**src/rtl/seven_seg_pkg.sv**
```systemverilog
// Shared constants for the multiplexed seven-segment scanner.
// Glyphs are logical active-high, packed abcdefg (bit 6 = a).
package seven_seg_pkg;

  localparam logic [6:0] SEG_BLANK = 7'h00;

  localparam logic [15:0][6:0] GLYPH = {
    7'h47, 7'h4F, 7'h3D, 7'h4E,
    7'h1F, 7'h77, 7'h7B, 7'h7F,
    7'h70, 7'h5F, 7'h5B, 7'h33,
    7'h79, 7'h6D, 7'h30, 7'h7E
  };

endpackage

```
**src/rtl/seven_seg_decode.sv**
```systemverilog
// Hex nibble to logical abcdefg glyph.
// Purely combinational table lookup.
module seven_seg_decode
  import seven_seg_pkg::*;
(
  input  logic [3:0] nib,
  output logic [6:0] glyph
);

  assign glyph = GLYPH[nib];

endmodule

```
**src/rtl/seven_seg_scan.sv**
```systemverilog
// Time-multiplexed seven-segment scanner with double-buffered
// frame-atomic updates and per-slot anti-ghost blanking.
module seven_seg_scan
  import seven_seg_pkg::*;
#(
  parameter int NUM_DIGITS   = 8,
  parameter int REFRESH_DIV  = 100000,
  parameter int BLANK_CYCLES = 1000,
  parameter bit ACTIVE_LOW   = 1'b1
) (
  input  logic                    clk,
  input  logic                    rst,
  input  logic [4*NUM_DIGITS-1:0] data,
  input  logic [NUM_DIGITS-1:0]   dp_in,
  input  logic [NUM_DIGITS-1:0]   digit_en,
  input  logic                    load,
  output logic [6:0]              seg,
  output logic                    dp,
  output logic [NUM_DIGITS-1:0]   an,
  output logic                    frame_done
);

  localparam int CW = $clog2(REFRESH_DIV);
  localparam int IW = (NUM_DIGITS > 1) ? $clog2(NUM_DIGITS) : 1;

  localparam logic [CW-1:0] CNT_LAST  = CW'(REFRESH_DIV - 1);
  localparam logic [CW-1:0] CNT_BLANK = CW'(BLANK_CYCLES);
  localparam logic [IW-1:0] IDX_LAST  = IW'(NUM_DIGITS - 1);

  localparam logic [6:0] SEG_OFF = SEG_BLANK ^ {7{ACTIVE_LOW}};
  localparam logic [NUM_DIGITS-1:0] AN_OFF = {NUM_DIGITS{ACTIVE_LOW}};

  logic [CW-1:0] cnt_q, cnt_d;
  logic [IW-1:0] idx_q, idx_d;

  logic [4*NUM_DIGITS-1:0] pdata_q, pdata_d;
  logic [NUM_DIGITS-1:0]   pdp_q, pdp_d;
  logic [NUM_DIGITS-1:0]   pen_q, pen_d;
  logic                    pvld_q, pvld_d;

  logic [4*NUM_DIGITS-1:0] adata_q, adata_d;
  logic [NUM_DIGITS-1:0]   adp_q, adp_d;
  logic [NUM_DIGITS-1:0]   aen_q, aen_d;

  logic [6:0]            seg_q, seg_d;
  logic                  dp_q, dp_d;
  logic [NUM_DIGITS-1:0] an_q, an_d;
  logic                  fd_q, fd_d;

  logic                  slot_end;
  logic                  frame_end;
  logic                  blank;
  logic [3:0]            nib;
  logic [6:0]            glyph;
  logic [NUM_DIGITS-1:0] lit_an;

  assign nib = adata_q[{idx_q, 2'b00} +: 4];

  seven_seg_decode u_dec (
    .nib   (nib),
    .glyph (glyph)
  );

  always_comb begin
    slot_end  = (cnt_q == CNT_LAST);
    frame_end = slot_end && (idx_q == IDX_LAST);

    cnt_d = slot_end ? '0 : cnt_q + CW'(1);
    idx_d = idx_q;
    if (slot_end) begin
      idx_d = (idx_q == IDX_LAST) ? '0 : idx_q + IW'(1);
    end

    pdata_d = pdata_q;
    pdp_d   = pdp_q;
    pen_d   = pen_q;
    pvld_d  = pvld_q;
    adata_d = adata_q;
    adp_d   = adp_q;
    aen_d   = aen_q;

    // Transfer takes the old pending copy; a same-cycle load
    // lands in pending and waits for the next boundary.
    if (frame_end && pvld_q) begin
      adata_d = pdata_q;
      adp_d   = pdp_q;
      aen_d   = pen_q;
      pvld_d  = 1'b0;
    end
    if (load) begin
      pdata_d = data;
      pdp_d   = dp_in;
      pen_d   = digit_en;
      pvld_d  = 1'b1;
    end

    blank  = (cnt_q < CNT_BLANK) || !aen_q[idx_q];
    lit_an = '0;
    lit_an[idx_q] = 1'b1;

    an_d  = (blank ? '0 : lit_an) ^ AN_OFF;
    seg_d = (blank ? SEG_BLANK : glyph) ^ {7{ACTIVE_LOW}};
    dp_d  = (!blank && adp_q[idx_q]) ^ ACTIVE_LOW;
    fd_d  = frame_end;
  end

  // Enables come up set so a freshly reset display shows 0s.
  always_ff @(posedge clk) begin
    if (rst) begin
      cnt_q   <= '0;
      idx_q   <= '0;
      pdata_q <= '0;
      pdp_q   <= '0;
      pen_q   <= '1;
      pvld_q  <= 1'b0;
      adata_q <= '0;
      adp_q   <= '0;
      aen_q   <= '1;
      seg_q   <= SEG_OFF;
      dp_q    <= ACTIVE_LOW;
      an_q    <= AN_OFF;
      fd_q    <= 1'b0;
    end else begin
      cnt_q   <= cnt_d;
      idx_q   <= idx_d;
      pdata_q <= pdata_d;
      pdp_q   <= pdp_d;
      pen_q   <= pen_d;
      pvld_q  <= pvld_d;
      adata_q <= adata_d;
      adp_q   <= adp_d;
      aen_q   <= aen_d;
      seg_q   <= seg_d;
      dp_q    <= dp_d;
      an_q    <= an_d;
      fd_q    <= fd_d;
    end
  end

  assign seg        = seg_q;
  assign dp         = dp_q;
  assign an         = an_q;
  assign frame_done = fd_q;

endmodule

```
**config.mk**
```make
export PLATFORM = sky130hd
export DESIGN_NAME = seven_seg_scan
export DESIGN_NICKNAME = d
export VERILOG_FILES = /design/src/rtl/seven_seg_pkg.sv /design/src/rtl/seven_seg_decode.sv /design/src/rtl/seven_seg_scan.sv
export SDC_FILE = /design/constraint.sdc
export NUM_CORES = 1
export LEC_CHECK = 0
export CORE_UTILIZATION = 55
export CTS_CLUSTER_SIZE = 10
export DETAILED_ROUTE_END_ITERATION = 7
export PLACE_DENSITY = 0.9
export SETUP_SLACK_MARGIN = 0.1
export SYNTH_ARGS = -nofsm -noshare
export SYNTH_HDL_FRONTEND = slang
export SYNTH_SLANG_ARGS = --single-unit
```
**constraint.sdc**
```tcl
create_clock -name clk -period 2.96 [get_ports clk]
set_clock_uncertainty 0.05 [all_clocks]
set_input_delay 0.74 -clock clk [delete_from_list [all_inputs] [get_ports clk]]
set_output_delay 0.74 -clock clk [all_outputs]
set_load 0.02 [all_outputs]
```
==> metrics, run 1 <==
status finished, final reports clean; total track usage 0.249; Most used DFF post-synth dfxtp_1; Clk pwr share 0.481; Worst Max-Slew Pin Slew 0.586 ns; Max FO, Critical Path 13; Die ar. 0.0103 sq mm; crit start category register; Max-Cap Viols 0; sequential share of power 0.472; vias post-DR 4,289; xor-xnor portion of the synthesized cell area 0.0242; P per Cell Area 591 mW/mm^2; NetSw 946 uW; Routed Antenna Nets 0; Critical Path AT 3.03 ns; VDD IR max 396 uV; P_int 3030 uW; adder-cell area share of the yosys netlist 0.0207; PortBufs 67; simple-gate share of the synthesized area 0.195; net count after synthesis 632; Synth Area in Compound Gates 0.0787; clock tree from TritonCTS yes; Area Growth Syn to Fin 23.5%; gr ovfl total 0; Clock Latency Late Sink 0.53 ns; Max Fclk 384 MHz; Clock H-tree levels 4; switch share 0.238; Clk pin slew, worst setup/hold paths 0.06 ns; share of post-route cells with drive strength above 1 0.0983; Worst Setup Path Type reg -> reg; Num CTS Buffers 17; routed vias/inst 5.57; GP Congestion 0.873; initial core utilization 0.578; Combinational Power Share 0.047; first-pass GRT wire length 19,600 um; Setup crit end kind register; drt first pass iters 4; Die Y 101 um; Synth cell types 51; synthesized area 0.00544 sq mm; vias in the first global route 4,145; EDFF count, synth 0; Async S/R FF share, synth 0; mux share of post-synthesis cell area 0.146; FF+latch count, synth 134; post-DP HPWL 7640 um; final worst slack 0.357 ns; RSZ-0062 raised after global routing false; yosys warns 0; clk buf depth 2; WL final 12,000 um; Final min period 2.60 ns; Core Rows 35; # IOs 68; Clock Root Buffer clkbuf_8; final hold vios 0; crit share post-route 0.879; setup violators final 0; maximum number of pins on one net before global-route repair 88; sequential area share after synthesis 0.493; largest family of logic cells by synthesized area simple AND/OR/NAND/NOR gates; drt wl/cell 15.5 um; core footprint 0.00942 sq mm; Slew Limit Fails 0; Req. time, crit path 3.38 ns; Mapped Avg Cell Area 9.51 sq um; 1st-iter DRT viols 224; Setup WS pre-CTS 0.419 ns; DRC Markers 0; Cells after Synth 572; setup tns final 0 ns; LEAKAGE 0.00259 uW; Clock Sinks 134; Nets 688; Diodes inserted 0; initial antenna violation count 0; Die Width 101 um; hold crit path type reg -> reg; final design utilization 0.713; Max-slew headroom 0.606
## worst max-delay path, cell delays in order, from the launching register on
cell     delay, ns
dfxtp_1       0.67
mux4_2        0.57
mux2_2        0.33
inv_1         0.15
ha_1          0.26
inv_1         0.09
mux2i_1       0.08
mux2_2        0.28
nand2_1       0.07
## layout by cell type, fill, tap and decap left out, drive strengths merged, types with 2 or more instances in the layout
| cell type | Yosys | layout |
|---|---|---|
| dfxtp | 134 | 134 |
| nand2 | 107 | 107 |
| nor2 | 66 | 66 |
| clkdlybuf4s50 | 0 | 65 |
| mux2i | 51 | 51 |
| a21oi | 43 | 43 |
| clkbuf | 22 | 18 |
| inv | 8 | 14 |
| buf | 18 | 12 |
| nand3 | 11 | 11 |
| a211o | 9 | 9 |
| nand3b | 9 | 9 |
| ha | 9 | 9 |
| mux4 | 9 | 9 |
| nor2b | 8 | 8 |
| xor2 | 8 | 8 |
| xnor2 | 7 | 7 |
| and3 | 6 | 6 |
| clkinvlp | 0 | 6 |
| mux2 | 5 | 5 |
| nand4 | 5 | 5 |
| nor3 | 3 | 3 |
| o221ai | 3 | 3 |
| nand4b | 3 | 3 |
| nor4b | 2 | 2 |
| or3 | 2 | 2 |
| or2 | 2 | 2 |
| o211ai | 2 | 2 |
| a31oi | 2 | 2 |
| clkinv | 0 | 2 |
| and2 | 2 | 2 |
| nor4 | 2 | 2 |
## path summary, 6_finish.rpt
path	startpoint	end	slack, ns	depth (start not counted)
worst min register to register	cnt_q[0]	cnt_q[0]	0.40	1
worst max-delay path	idx_q[1]	seg[3]	0.36	8
worst min-delay path	cnt_q[0]	cnt_q[0]	0.40	1
worst max register to register	idx_q[1]	seg[3]	0.36	8
## kinds of logic after synthesis
family / Yosys count
simple gates: 234
flops: 134
compound gates: 67
mux: 65
buf+inv: 48
xor+xnor: 15
fa+ha+maj: 9
## power by group through the flow
stage	clock network (uW)	logic [uW]	registers, uW
2_1_floorplan	0	101	1900
3_3_place_gp	0	178	1910
3_5_place_dp	0	185	1910
4_1_cts	1920	186	1880
5_1_grt	2010	202	1880
6_report	1910	185	1880
## flip-flops by register name, summed over array words and instances (netlist names)
| register | flops |
|---|---|
| dp | 1 |
| pvld_q | 1 |
| idx_q | 3 |
| an | 8 |
| cnt_q | 17 |
| aen_q | 8 |
| seg | 7 |
| adata_q | 32 |
| pen_q | 8 |
| adp_q | 8 |
| pdp_q | 8 |
| frame_done | 1 |
| pdata_q | 32 |
## routing by layer
layer  share of wire  track usage  vias to the layer above
met4           0.028       0.0992                        0
met5               0            0                        -
met2            0.50        0.425                      151
met3           0.057       0.0745                       37
met1            0.42        0.293                     2037
li1                -            -                     2064
## timing repair
action,CTS,global route
buffers inserted,0,0
endpoints found under the setup margin,0,2
hold buffers,0,0
resized for setup,0,1
## Yosys cell counts, types with 2 or more instances
cell type / count / area (sq um)
mux2_2: 5 / 56.3
xor2_1: 8 / 70.1
or3_1: 2 / 12.5
clkbuf_1: 22 / 82.6
mux2i_1: 50 / 500
xnor2_1: 7 / 61.3
o211ai_1: 2 / 15.0
dfxtp_1: 134 / 2680
mux4_1: 3 / 78.8
nand3_1: 11 / 55.1
nor2_1: 66 / 248
inv_1: 8 / 30.0
buf_2: 9 / 45.0
nor3_1: 3 / 15.0
a211o_1: 9 / 78.8
nand3b_1: 9 / 67.6
nand4_1: 5 / 31.3
or2_2: 2 / 12.5
a21oi_1: 43 / 215
a31oi_1: 2 / 12.5
nand4b_1: 3 / 26.3
and3_1: 6 / 37.5
nand2_1: 107 / 402
buf_4: 5 / 37.5
buf_1: 2 / 7.51
ha_1: 9 / 113
nor2b_1: 8 / 50.1
o221ai_1: 3 / 26.3
nor4b_1: 2 / 17.5
mux4_2: 6 / 135
## cell type report
type | instances | area, sq um
Tap cell | 129 | 161
Clock inverter | 14 | 118
Sequential cell | 134 | 2680
Inverter | 8 | 30.0
Multi-Input combinational cell | 390 | 2530
Fill cell | 615 | 2700
Clock buffer | 18 | 428
Timing Repair Buffer | 77 | 761
## metrics by stage
| stage | cell area [sq um] | power [uW] | instances | hold slack [ns] |
|---|---|---|---|---|
| final | 6720 | 3970 | 770 | 0.405 |
| after global routing | 6720 | 4090 | 770 | 0.421 |
| after CTS | 6720 | 3980 | 770 | 0.403 |
| after detailed placement | 6170 | 2100 | 738 | 0.395 |
| after global placement | 6170 | 2090 | 738 | 0.379 |
| after floorplan | 5440 | 2010 | 572 | 0.367 |
Note: power is estimated with default switching activity, not from simulation.
==> run 2, diff against run 1 <==
- CORE_MARGIN: not set -> 3
- REMOVE_ABC_BUFFERS: not set -> 1
==> metrics, run 2 (same netlist as run 1, synthesis figures left out) <==
status finished, final reports clean (unchanged); M1 GR Usage 0.271 (was 0.293); cts hold-fix bufs 0 (unchanged); routed vias/inst 5.63 (was 5.57); grt peak-use layer met2 (unchanged); Final min period 2.55 ns (was 2.60 ns); Num CTS Buffers 17 (unchanged); Core Rows 35 (unchanged); sequential share of power 0.448 (was 0.472); total power 4190 uW (was 3970 uW); total track usage 0.231 (was 0.249); Clk pin slew, worst setup/hold paths 0.06 ns (about the same); CP dominant cell by count buf_4; Slew Limit Fails 0 (unchanged); delay of the slowest critical-path stage 0.72 ns (was 0.67 ns); maximum number of pins on one net before global-route repair 59 (was 88); Max Fclk 392 MHz (was 384 MHz); Clock Sinks 134 (unchanged); Diodes inserted 0 (unchanged); 1st-iter DRT viols 298 (was 224); Die ar. 0.0111 sq mm (was 0.0103 sq mm); Critical Path AT 2.96 ns (was 3.03 ns); Worst Max-Slew Pin Slew 0.832 ns (was 0.586 ns); crit share post-route 0.862 (was 0.879); Area Growth Syn to Fin 24.5% (was 23.5%); Max FO, Critical Path 48 (was 13); Die Width 105 um (was 101 um); post-DP HPWL 7680 um (was 7640 um); initial core utilization 0.578 (unchanged); GP Congestion 0.878 (was 0.873); Worst Setup Path Type reg -> reg (unchanged); Worst Hold Slack 0.404 ns (was 0.405 ns); Setup WS pre-CTS 0.451 ns (was 0.419 ns); share of post-route cells with drive strength above 1 0.0995 (was 0.0983); final worst slack 0.407 ns (was 0.357 ns); setup violators final 0 (unchanged); met3 usage 0.0545 (was 0.0745); vias post-DR 4,344 (was 4,289); hold crit path type reg -> reg (unchanged); critical-path cell list buf_4, ha_1, inv_1, nor4_4, buf_4, nand2_1, a21oi_1 (was mux4_2, mux2_2, inv_1, ha_1, inv_1, mux2i_1, mux2_2, nand2_1); Regs by FF count adata_q x32, pdata_q x32, cnt_q x17 (unchanged); Nets 690 (was 688); vias in the first global route 4,349 (was 4,145); core footprint 0.00942 sq mm (unchanged); Combinational Power Share 0.046 (was 0.047); first-pass GRT wire length 20,800 um (was 19,600 um); final hold vios 0 (unchanged); Req. time, crit path 3.36 ns (was 3.38 ns); Multi-input gate area 0.00253 sq mm (unchanged); DRC Markers 0 (unchanged); P per Cell Area 618 mW/mm^2 (was 591 mW/mm^2); Setup crit end kind register (unchanged); GR met2 Demand/Resource 0.403 (was 0.425); fill count 628 (was 615); Clock Root Buffer clkbuf_8 (unchanged); # IOs 68 (unchanged); Clk pwr share 0.506 (was 0.481); commonest non-fill, non-tap cell in the layout dfxtp_1 (unchanged); Post-CTS Resized 0 (unchanged); Register Area 0.00268 sq mm (about the same); Max-slew headroom 0.445 (was 0.606); Routed Antenna Nets 0 (unchanged); LEAKAGE 0.00264 uW (was 0.00259 uW); RSZ-0062 raised after global routing false (unchanged); drt wl/cell 16.5 um (was 15.5 um); switch share 0.236 (was 0.238); WL final 12,700 um (was 12,000 um); Clock Latency Late Sink 0.53 ns (about the same); VDD IR max 393 uV (was 396 uV); Die Y 105 um (was 101 um); Slowest-stage cell, CP dfxtp_1 (unchanged); PortBufs 67 (unchanged); Clock H-tree levels 4 (unchanged); clock tree from TritonCTS yes (unchanged); NetSw 990 uW (was 946 uW); drt first pass iters 5 (was 4); crit start category register (unchanged); clk buf depth 2 (unchanged); initial antenna violation count 0 (unchanged); gr ovfl total 0 (unchanged); commonest non-fill, non-tap cells in the layout 134 x dfxtp_1, 107 x nand2_1, 66 x nor2_1 (was 133 x dfxtp_1, 107 x nand2_1, 66 x nor2_1); P_int 3200 uW (was 3030 uW); post-CTS setup buffer count 0 (unchanged); Max-Cap Viols 0 (unchanged)
## run 2: cell count changes in the layout (fill, tap and decap cells not counted), sizes merged
cell      previous run  this run
clkinvlp             6         1
inv                 14        19
buf                 12        14
bufinv               0         2
clkbuf              18        17
clkinv               2         1
## run 2: final cells by class
type	instances	area share
clock buffer	17	0.0612
tap	129	0.0238
clock inverter	15	0.0270
timing repair buffer	79	0.113
sequential	134	0.396
inverter	8	0.00443
multi-input combinational	390	0.374
## run 2: worst paths after layout
kind	start	cells after the start	slack [ns]	endpoint
hold / removal	cnt_q[0]	1	0.40	cnt_q[0]
hold reg to reg	cnt_q[0]	1	0.40	cnt_q[0]
setup reg to reg	idx_q[2]	7	0.41	adata_q[8]
setup / recovery	idx_q[2]	7	0.41	adata_q[8]
## run 2: per-stage QoR
| step | util | TNS, ns | area, sq um | instances |
|---|---|---|---|---|
| 6_report | 0.719 | 0 | 6770 | 772 |
| 2_1_floorplan | - | -37.03 | 5240 | 532 |
| 3_3_place_gp | 0.656 | 0 | 6170 | 740 |
| 5_1_grt | 0.719 | 0 | 6770 | 772 |
| 3_5_place_dp | 0.656 | 0 | 6170 | 740 |
| 4_1_cts | 0.719 | 0 | 6770 | 772 |
## run 2: power groups by stage
stage	logic (uW)	clock network, uW	registers [uW]
after floorplan	68.6	0	1900
after global placement	180	0	1910
after detailed placement	189	0	1910
after CTS	193	2140	1870
after global routing	209	2220	1880
final	192	2120	1870
## run 2: critical path: cells and delay by family (launching register included)
kind	cells	cell delay, ns
buffers and inverters	3	0.88
DFF	1	0.72
and+or+nand+nor	2	0.43
adders and majority gates	1	0.21
AOI/OAI and AO/OA	1	0.17
## run 2: per-layer routing
layer | up-vias | wire length (um)
li1 | 2062 | -
met1 | 2080 | 5120
met2 | 165 | 6590
met3 | 37 | 710
met4 | 0 | 322
met5 | - | 0
